`config.mk`:
```
export PLATFORM = sky130hd
export DESIGN_NAME = frame_read_arbiter
export DESIGN_NICKNAME = d
export VERILOG_FILES = /design/src/rtl/frame_read_arbiter.sv
export SDC_FILE = /design/constraint.sdc
export NUM_CORES = 1
export LEC_CHECK = 0
export ABC_AREA = 1
export CAP_MARGIN = 20
export CORE_UTILIZATION = 43
export DETAILED_ROUTE_END_ITERATION = 10
export GPL_ROUTABILITY_DRIVEN = 0
export PLACE_DENSITY = 0.95
export SYNTH_ARGS = -nofsm -noshare
export SYNTH_HDL_FRONTEND = slang
export SYNTH_SLANG_ARGS = --single-unit
```
`constraint.sdc`:
```
create_clock -name clk -period 2.56 [get_ports clk]
set_input_delay 0.256 -clock clk [delete_from_list [all_inputs] [get_ports clk]]
set_output_delay 0.256 -clock clk [all_outputs]
set_load 0.01 [all_outputs]
```
`src/rtl/frame_read_arbiter.sv`:
```
// Two-requester arbiter for the frame buffer read port (display = 0, colour detect = 1).
// Optional macro DISPLAY_PREEMPT_EN: display preempts colour-detect bursts.
module frame_read_arbiter #(
  parameter int ADDR_W     = 17,
  parameter int DATA_W     = 12,
  parameter int RD_LATENCY = 2,
  parameter int BURST_LEN  = 16
) (
  input  logic              clk,
  input  logic              reset,
  input  logic              req0,
  input  logic [ADDR_W-1:0] addr0,
  output logic              gnt0,
  output logic              rvalid0,
  output logic [DATA_W-1:0] rdata0,
  input  logic              req1,
  input  logic [ADDR_W-1:0] addr1,
  output logic              gnt1,
  output logic              rvalid1,
  output logic [DATA_W-1:0] rdata1,
  output logic [ADDR_W-1:0] rdaddress,
  input  logic [DATA_W-1:0] rddata,
  output logic              busy
);

`ifdef DISPLAY_PREEMPT_EN
  localparam bit PREEMPT = 1'b1;
`else
  localparam bit PREEMPT = 1'b0;
`endif

  localparam logic [7:0] BURST_LAST = 8'(BURST_LEN - 1);

  typedef enum logic [1:0] {IDLE, OWN0, OWN1} state_t;

  state_t                  state;
  logic [7:0]              cnt;
  logic                    last_owner;
  logic [ADDR_W-1:0]       addr_q;
  logic [RD_LATENCY-1:0]   pipe_valid;
  logic [RD_LATENCY-1:0]   pipe_owner;
  logic                    beat0, beat1;
  logic                    burst_done;

  assign gnt0       = (state == OWN0);
  assign gnt1       = (state == OWN1);
  assign beat0      = req0 && gnt0;
  assign beat1      = req1 && gnt1;
  assign burst_done = (cnt == BURST_LAST);

  assign rdaddress = beat0 ? addr0 : (beat1 ? addr1 : addr_q);

  // Data is shared; only the tag at the end of the pipe decides who sees it.
  assign rdata0  = rddata;
  assign rdata1  = rddata;
  assign rvalid0 = pipe_valid[RD_LATENCY-1] && !pipe_owner[RD_LATENCY-1];
  assign rvalid1 = pipe_valid[RD_LATENCY-1] &&  pipe_owner[RD_LATENCY-1];
  assign busy    = |pipe_valid;

  always_ff @(posedge clk or posedge reset) begin
    if (reset) begin
      state      <= IDLE;
      cnt        <= 8'd0;
      last_owner <= 1'b1;
      addr_q     <= '0;
      pipe_valid <= '0;
      pipe_owner <= '0;
    end else begin
      pipe_valid[0] <= beat0 || beat1;
      pipe_owner[0] <= beat1;
      for (int k = 1; k < RD_LATENCY; k++) begin
        pipe_valid[k] <= pipe_valid[k-1];
        pipe_owner[k] <= pipe_owner[k-1];
      end
      if (beat0 || beat1) addr_q <= rdaddress;

      case (state)
        IDLE: begin
          if (req0 && req1)  state <= (last_owner || PREEMPT) ? OWN0 : OWN1;
          else if (req0)     state <= OWN0;
          else if (req1)     state <= OWN1;
        end
        OWN0: begin
          if (!req0) begin
            state      <= req1 ? OWN1 : IDLE;
            cnt        <= 8'd0;
            last_owner <= 1'b0;
          end else if (burst_done) begin
            cnt <= 8'd0;
            if (req1 && !PREEMPT) begin
              state      <= OWN1;
              last_owner <= 1'b0;
            end
          end else begin
            cnt <= cnt + 8'd1;
          end
        end
        OWN1: begin
          if (!req1) begin
            state      <= req0 ? OWN0 : IDLE;
            cnt        <= 8'd0;
            last_owner <= 1'b1;
          end else if (burst_done) begin
            cnt <= 8'd0;
            if (req0) begin
              state      <= OWN0;
              last_owner <= 1'b1;
            end
          end else begin
            cnt <= cnt + 8'd1;
          end
          // Display request overrides whatever the burst logic decided.
          if (PREEMPT && req0) begin
            state      <= OWN0;
            cnt        <= 8'd0;
            last_owner <= 1'b1;
          end
        end
        default: state <= IDLE;
      endcase
    end
  end

endmodule
```
==> results of run 1 <==
-- final cells by class --
cell class                 count  area [µm²]  area share (%)
timing repair buffer          64         639            25.7
tap                           50        62.6            2.51
inverter                      15        58.8            2.36
sequential                    32         803            32.2
clock buffer                   8        90.1            3.62
multi-input combinational    161         837            33.6
-- state kept, by name, indices dropped and copies added, names as in the netlist --
name,flops
addr_q,17
cnt,8
pipe_owner,2
pipe_valid,2
state,2
last_owner,1
-- cells by family after synthesis --
logic type / after synthesis
compound gates: 8
xor+xnor: 4
fa+ha+maj: 5
buf+inv: 46
flops: 32
simple gates: 144
-- final timing paths --
check	depth (start not counted)	start	end	slack, ns
setup / recovery	8	state[0]$_DFFE_PP0P_	rdaddress[10]	0.14
hold / removal	3	reset	addr_q[4]$_DFFE_PP0P_	0.36
setup reg to reg	8	state[0]$_DFFE_PP0P_	cnt[6]$_DFFE_PP0N_	0.77
hold reg to reg	0	pipe_owner[0]$_DFF_PP0_	pipe_owner[1]$_DFF_PP0_	0.36
max in group asynchronous	3	reset	last_owner$_DFFE_PP1P_	1.88
min in group clk	0	pipe_owner[0]$_DFF_PP0_	pipe_owner[1]$_DFF_PP0_	0.36
-- through the flow --
stage                     hold WS (ns)  setup slack [ns]
after floorplan                  0.331             0.885
after global placement           0.334             0.369
after detailed placement         0.347             0.287
after CTS                        0.364           0.00485
after global routing             0.364           0.00329
final                            0.359             0.144
-- critical path: stages (launching register included) --
cell	delay, ns
dfrtp_1	0.43
inv_1	0.18
ha_4	0.20
nand2_1	0.08
clkinv_1	0.08
buf_6	0.17
nand3_1	0.11
nand3_1	0.08
clkdlybuf4s50_1	0.55
-- cells in the final DEF (no fill, tap or decap) --
| cell | count |
|---|---|
| nor3_1 | 1 |
| dfrtp_1 | 30 |
| xor2_1 | 2 |
| nor2_1 | 14 |
| nand3_1 | 81 |
| a21oi_2 | 1 |
| nand2_1 | 40 |
| buf_6 | 3 |
| clkbuf_8 | 6 |
| ha_4 | 1 |
| o21ai_0 | 2 |
| dfrtp_2 | 1 |
| nor3_4 | 1 |
| nor3_2 | 1 |
| clkinv_1 | 1 |
| inv_4 | 1 |
| or2_2 | 1 |
| o21ai_2 | 1 |
| ha_1 | 4 |
| inv_2 | 1 |
| xnor2_1 | 2 |
| clkbuf_1 | 2 |
| nand4_1 | 2 |
| buf_4 | 2 |
| inv_1 | 12 |
| nand2_2 | 2 |
| dfstp_2 | 1 |
| o211ai_1 | 1 |
| a21oi_1 | 3 |
| clkdlybuf4s50_1 | 59 |
| nor2_2 | 1 |
-- layer usage --
layer / routed length [µm] / global-route usage [%] / up-vias
met5: 0 / 0 / -
met4: 97 / 13.3 / 0
met3: 258 / 4.61 / 10
met2: 2450 / 37.1 / 69
met1: 1740 / 22.1 / 826
li1: - / - / 855
-- power breakdown --
part | leakage [nW] | internal, mW | switching, mW
Combinational | 0.712 | 0.688 | 0.719
Clock | 0.0455 | 0.219 | 0.167
Sequential | 0.409 | 0.700 | 0.0870
Total | 1.17 | 1.61 | 0.974
==> flow_summary.ini, run 1 <==
[drt]
wl_um = 4540
ant_nets = 0
drt_iter0_markers = 67
route.detailed.drc = 0
via_per_inst = 5.33
avgRoutedWirePerCell_um = 13.8
firstDrtPassIters = 4
vias = 1760

[placement]
port_buffers = 59
post-dp-hpwl_um = 3330
place_inst = 322
place_area_um2 = 2370

[synthesis]
ys_warn_count = 0
synth_fa_ha_area_share_pct = 3.29
synth_simple_gate_area_share_pct = 35.6
synthTopCellsByArea = dfrtp_1, nand3_1, buf_4
ys_seq_area_share_pct = 42.2
synth_compound_area_share_pct = 2.63
syn_area_um2 = 1900
syn_avg_cell_area_um2 = 7.96
async_flop_share_pct = 100
yosysTopAreaCell = dfrtp_1
synth_edf_count = 0
yosys.cell_types.count = 26
ys_ff_latch = 32
synth_top_area_share_pct = 40.8
yosysMostFrequentCell = nand3_1
synthXorXnorAreaFrac_pct = 1.84
synthMuxAreaShare_pct = 0
syn-num-nets = 294
ys.flop_type = dfrtp_1
synth_common_cells = nand3_1, nand2_1, dfrtp_1
synth_top_family_by_area = simple AND/OR/NAND/NOR gates
synth_cells = 239

[clocking]
clock_latency_ns = 0.28
cts_sinks = 32
clock_path_buffers = 2
cts_buffers = 5
cts_root_buffer = clkbuf_8
post_cts_buffers = 0
hold_buffers = 0
path_clk_slew_ns = 0.06
h-tree-depth = 2
cts_tree = yes
cts_resized = 0

[timing]
fin_skew_ns = 0.00366
max_freq_mhz = 414
max-slew-margin-rel_pct = 73.7
finalSetupTns_ns = 0
setup_violations = 0
finalHoldViolCount = 0
fin_crit_sh_pct = 94.4
final_max_slew_viol_count = 0
post-route-min-period_ns = 2.42
rsz0062_at_grt = false
worst_pin_slew_ns = 0.395

[layout]
final_area_um2 = 2490
area_delta_synth_final_pct = 31.0
drive_gt1_share_pct = 8.57
fillers = 372
diodes = 0
nets = 334
instances_no_fill = 330
post-route-util_pct = 60.5

[status]
outcome = completed

[global_routing]
grt_pass1_wl_um = 6980
grt-ovfl-total = 0
groute.usage.overall_pct = 20.9
grt_pass1_vias = 1618
antenna_found_initial = 0
grt_max_degree = 33

[power]
cellPowerDensity_nw_per_um2 = 1040
leakage_nw = 1.17
finalPower_mw = 2.58
peakVddDrop_v = 0.000503

[floorplanning]
boundaryPins = 96
die_w_um = 68.5
row_count = 23
die_y_um = 68.5
core_um2 = 4120
die_area_um2 = 4690
start_util_pct = 46.2

[worst_hold_path]
holdCritPathClass = input pin to async pin

[worst_setup_path]
worstPathArrival_ns = 2.16
cp.required_ns = 2.30
cp-end-kind = output pin
critPathLaunchType = flip-flop
path_class = flip-flop to output pin
cp_max_fo = 17

[job]
cap_violations = 0
Note: power is estimated with default switching activity, not from simulation.
==> run 2, diff against run 1 <==
Settings changed: CAP_MARGIN 20 to 40.
==> results of run 2 <==
Same layout as run 1: the final DEF is identical, and so are final timing and power.
==> run 3, diff against run 2 <==
Settings changed: PLACE_DENSITY 0.95 to unset, PLACE_DENSITY_LB_ADDON set to 0.05.
==> flow_summary.ini, run 3 (synthesis gave the netlist of run 1 again) <==
[status]
outcome = completed

[power]
power_frac_seq_pct = 28.9
switching_share_pct = 36.0
finalPower_mw = 2.71
combPwrFrac_pct = 51.5
power_switching_mw = 0.975
intPower_mw = 1.73
pwr-share-clk_pct = 19.6
leakage_nw = 1.19
cellPowerDensity_nw_per_um2 = 1070
peakVddDrop_v = 0.000552

[layout]
instances_no_fill = 330
area_delta_synth_final_pct = 32.9
regMostFlops = addr_q
nets = 334
reg.largest.list = addr_q: 17 flops, cnt: 8 flops
drive_gt1_share_pct = 9.29
post-route-util_pct = 61.4
final_common_cell = nand3_1
diodes = 0
layout_common_cells = nand3_1, clkdlybuf4s50_1, nand2_1
largest_register_ffs = 17
final_area_um2 = 2530

[clocking]
cts_tree = yes
hold_buffers = 0
clock_latency_ns = 0.27
clock_path_buffers = 2
cts_sinks = 32
path_clk_slew_ns = 0.07
cts_root_buffer = clkbuf_8
cts_buffers = 5
h-tree-depth = 2

[worst_setup_path]
slowest_delay_ns = 0.56
worstPathArrival_ns = 2.15
cp.required_ns = 2.30
crit_path_frequent_cell = nand3_1
cp-end-kind = output pin
path_cells = inv_1 > ha_4 > nand2_1 > clkinv_1 > buf_6 > nand3_1 > nand3_1 > clkdlybuf4s50_1
critPathLaunchType = flip-flop
cp_max_fo = 17
reg2reg_depth = 6
path_class = flip-flop to output pin
crit_slowest_cell = clkdlybuf4s50_1

[drt]
avgRoutedWirePerCell_um = 13.1
wl_um = 4320
ant_nets = 0
via_per_inst = 5.18
vias = 1710
route.detailed.drc = 0
firstDrtPassIters = 4
drt_iter0_markers = 97

[timing]
setup_violations = 0
final_max_slew_viol_count = 0
post-route-min-period_ns = 2.41
worst_pin_slew_ns = 0.404
fin_crit_sh_pct = 94.0
finalHoldViolCount = 0
max_freq_mhz = 416
finalWorstSetupSlack_ns = 0.153
fin_skew_ns = 0.00309
max-slew-margin-rel_pct = 73.1
hold_ws_ns = 0.353
finalSetupTns_ns = 0
rsz0062_at_grt = false

[placement]
place_area_um2 = 2370
place_inst = 322
port_buffers = 59
post-place-ws_ns = 0.305
post-dp-hpwl_um = 3100

[global_routing]
globalRoute.busiestLayer = met2
antenna_found_initial = 0
met3_usage_pct = 4.61
groute.usage.overall_pct = 20.7
grt_pass1_vias = 1585
met1_usage_pct = 26.9
grt_max_degree = 33
grt-ovfl-total = 0
grt_pass1_wl_um = 7160
use_met2_pct = 33.8

[floorplanning]
row_count = 23
die_w_um = 68.5
boundaryPins = 96
die_area_um2 = 4690
die_y_um = 68.5
core_um2 = 4120
start_util_pct = 46.2

[worst_hold_path]
hold_depth = 0
holdCritPathClass = flip-flop to flip-flop

[job]
cap_violations = 0
## run 3: changes by cell type in the layout (fill, tap and decap cells not counted), sizes merged
cell	change
clkbuf	-1
bufinv	+1
## run 3: final timing paths
check                                        start                 endpoint  slack, ns
max reg2reg                   state[0]$_DFFE_PP0P_       cnt[4]$_DFFE_PP0N_       0.87
min in group asynchronous                    reset       cnt[4]$_DFFE_PP0N_       0.36
min reg2reg                pipe_owner[0]$_DFF_PP0_  pipe_owner[1]$_DFF_PP0_       0.35
min                        pipe_owner[0]$_DFF_PP0_  pipe_owner[1]$_DFF_PP0_       0.35
max                           state[0]$_DFFE_PP0P_             rdaddress[9]       0.15
max in group asynchronous                    reset   last_owner$_DFFE_PP1P_       1.87
## run 3: worst max-delay path: cells and delay by family (launching register included)
family,cells,cell delay [ns]
buffers and inverters,4,0.97
DFF,1,0.43
and+or+nand+nor,3,0.27
adders and majority gates,1,0.19
## run 3: power by group through the flow
stage | logic, mW | clock network (mW) | registers (mW)
2_1_floorplan | 0.826 | 0 | 0.766
6_report | 1.39 | 0.530 | 0.783
3_5_place_dp | 1.38 | 0 | 0.790
5_1_grt | 1.56 | 0.567 | 0.807
3_3_place_gp | 1.38 | 0 | 0.784
4_1_cts | 1.39 | 0.541 | 0.782
## run 3: area by class of cell
cell class              count  area [µm²]
flip-flops and latches     32         803
well taps                  50        62.6
clock buffers               7        96.3
inverters                  15        58.8
fillers                   386        1590
multi-input cells         161         837
clock inverters             1        30.0
repair buffers             64         639
## run 3: layer usage
metal,share of wire [%],up-vias
met5,0,-
li1,-,858
met2,49,38
met1,45,810
met4,1.1,0
met3,5.2,4
## run 3: what timing repair did
item,in CTS,in global routing
setup endpoints to repair,1,17
hold endpoints to repair,0,0
buffers inserted,0,0
gates resized for setup,1,7
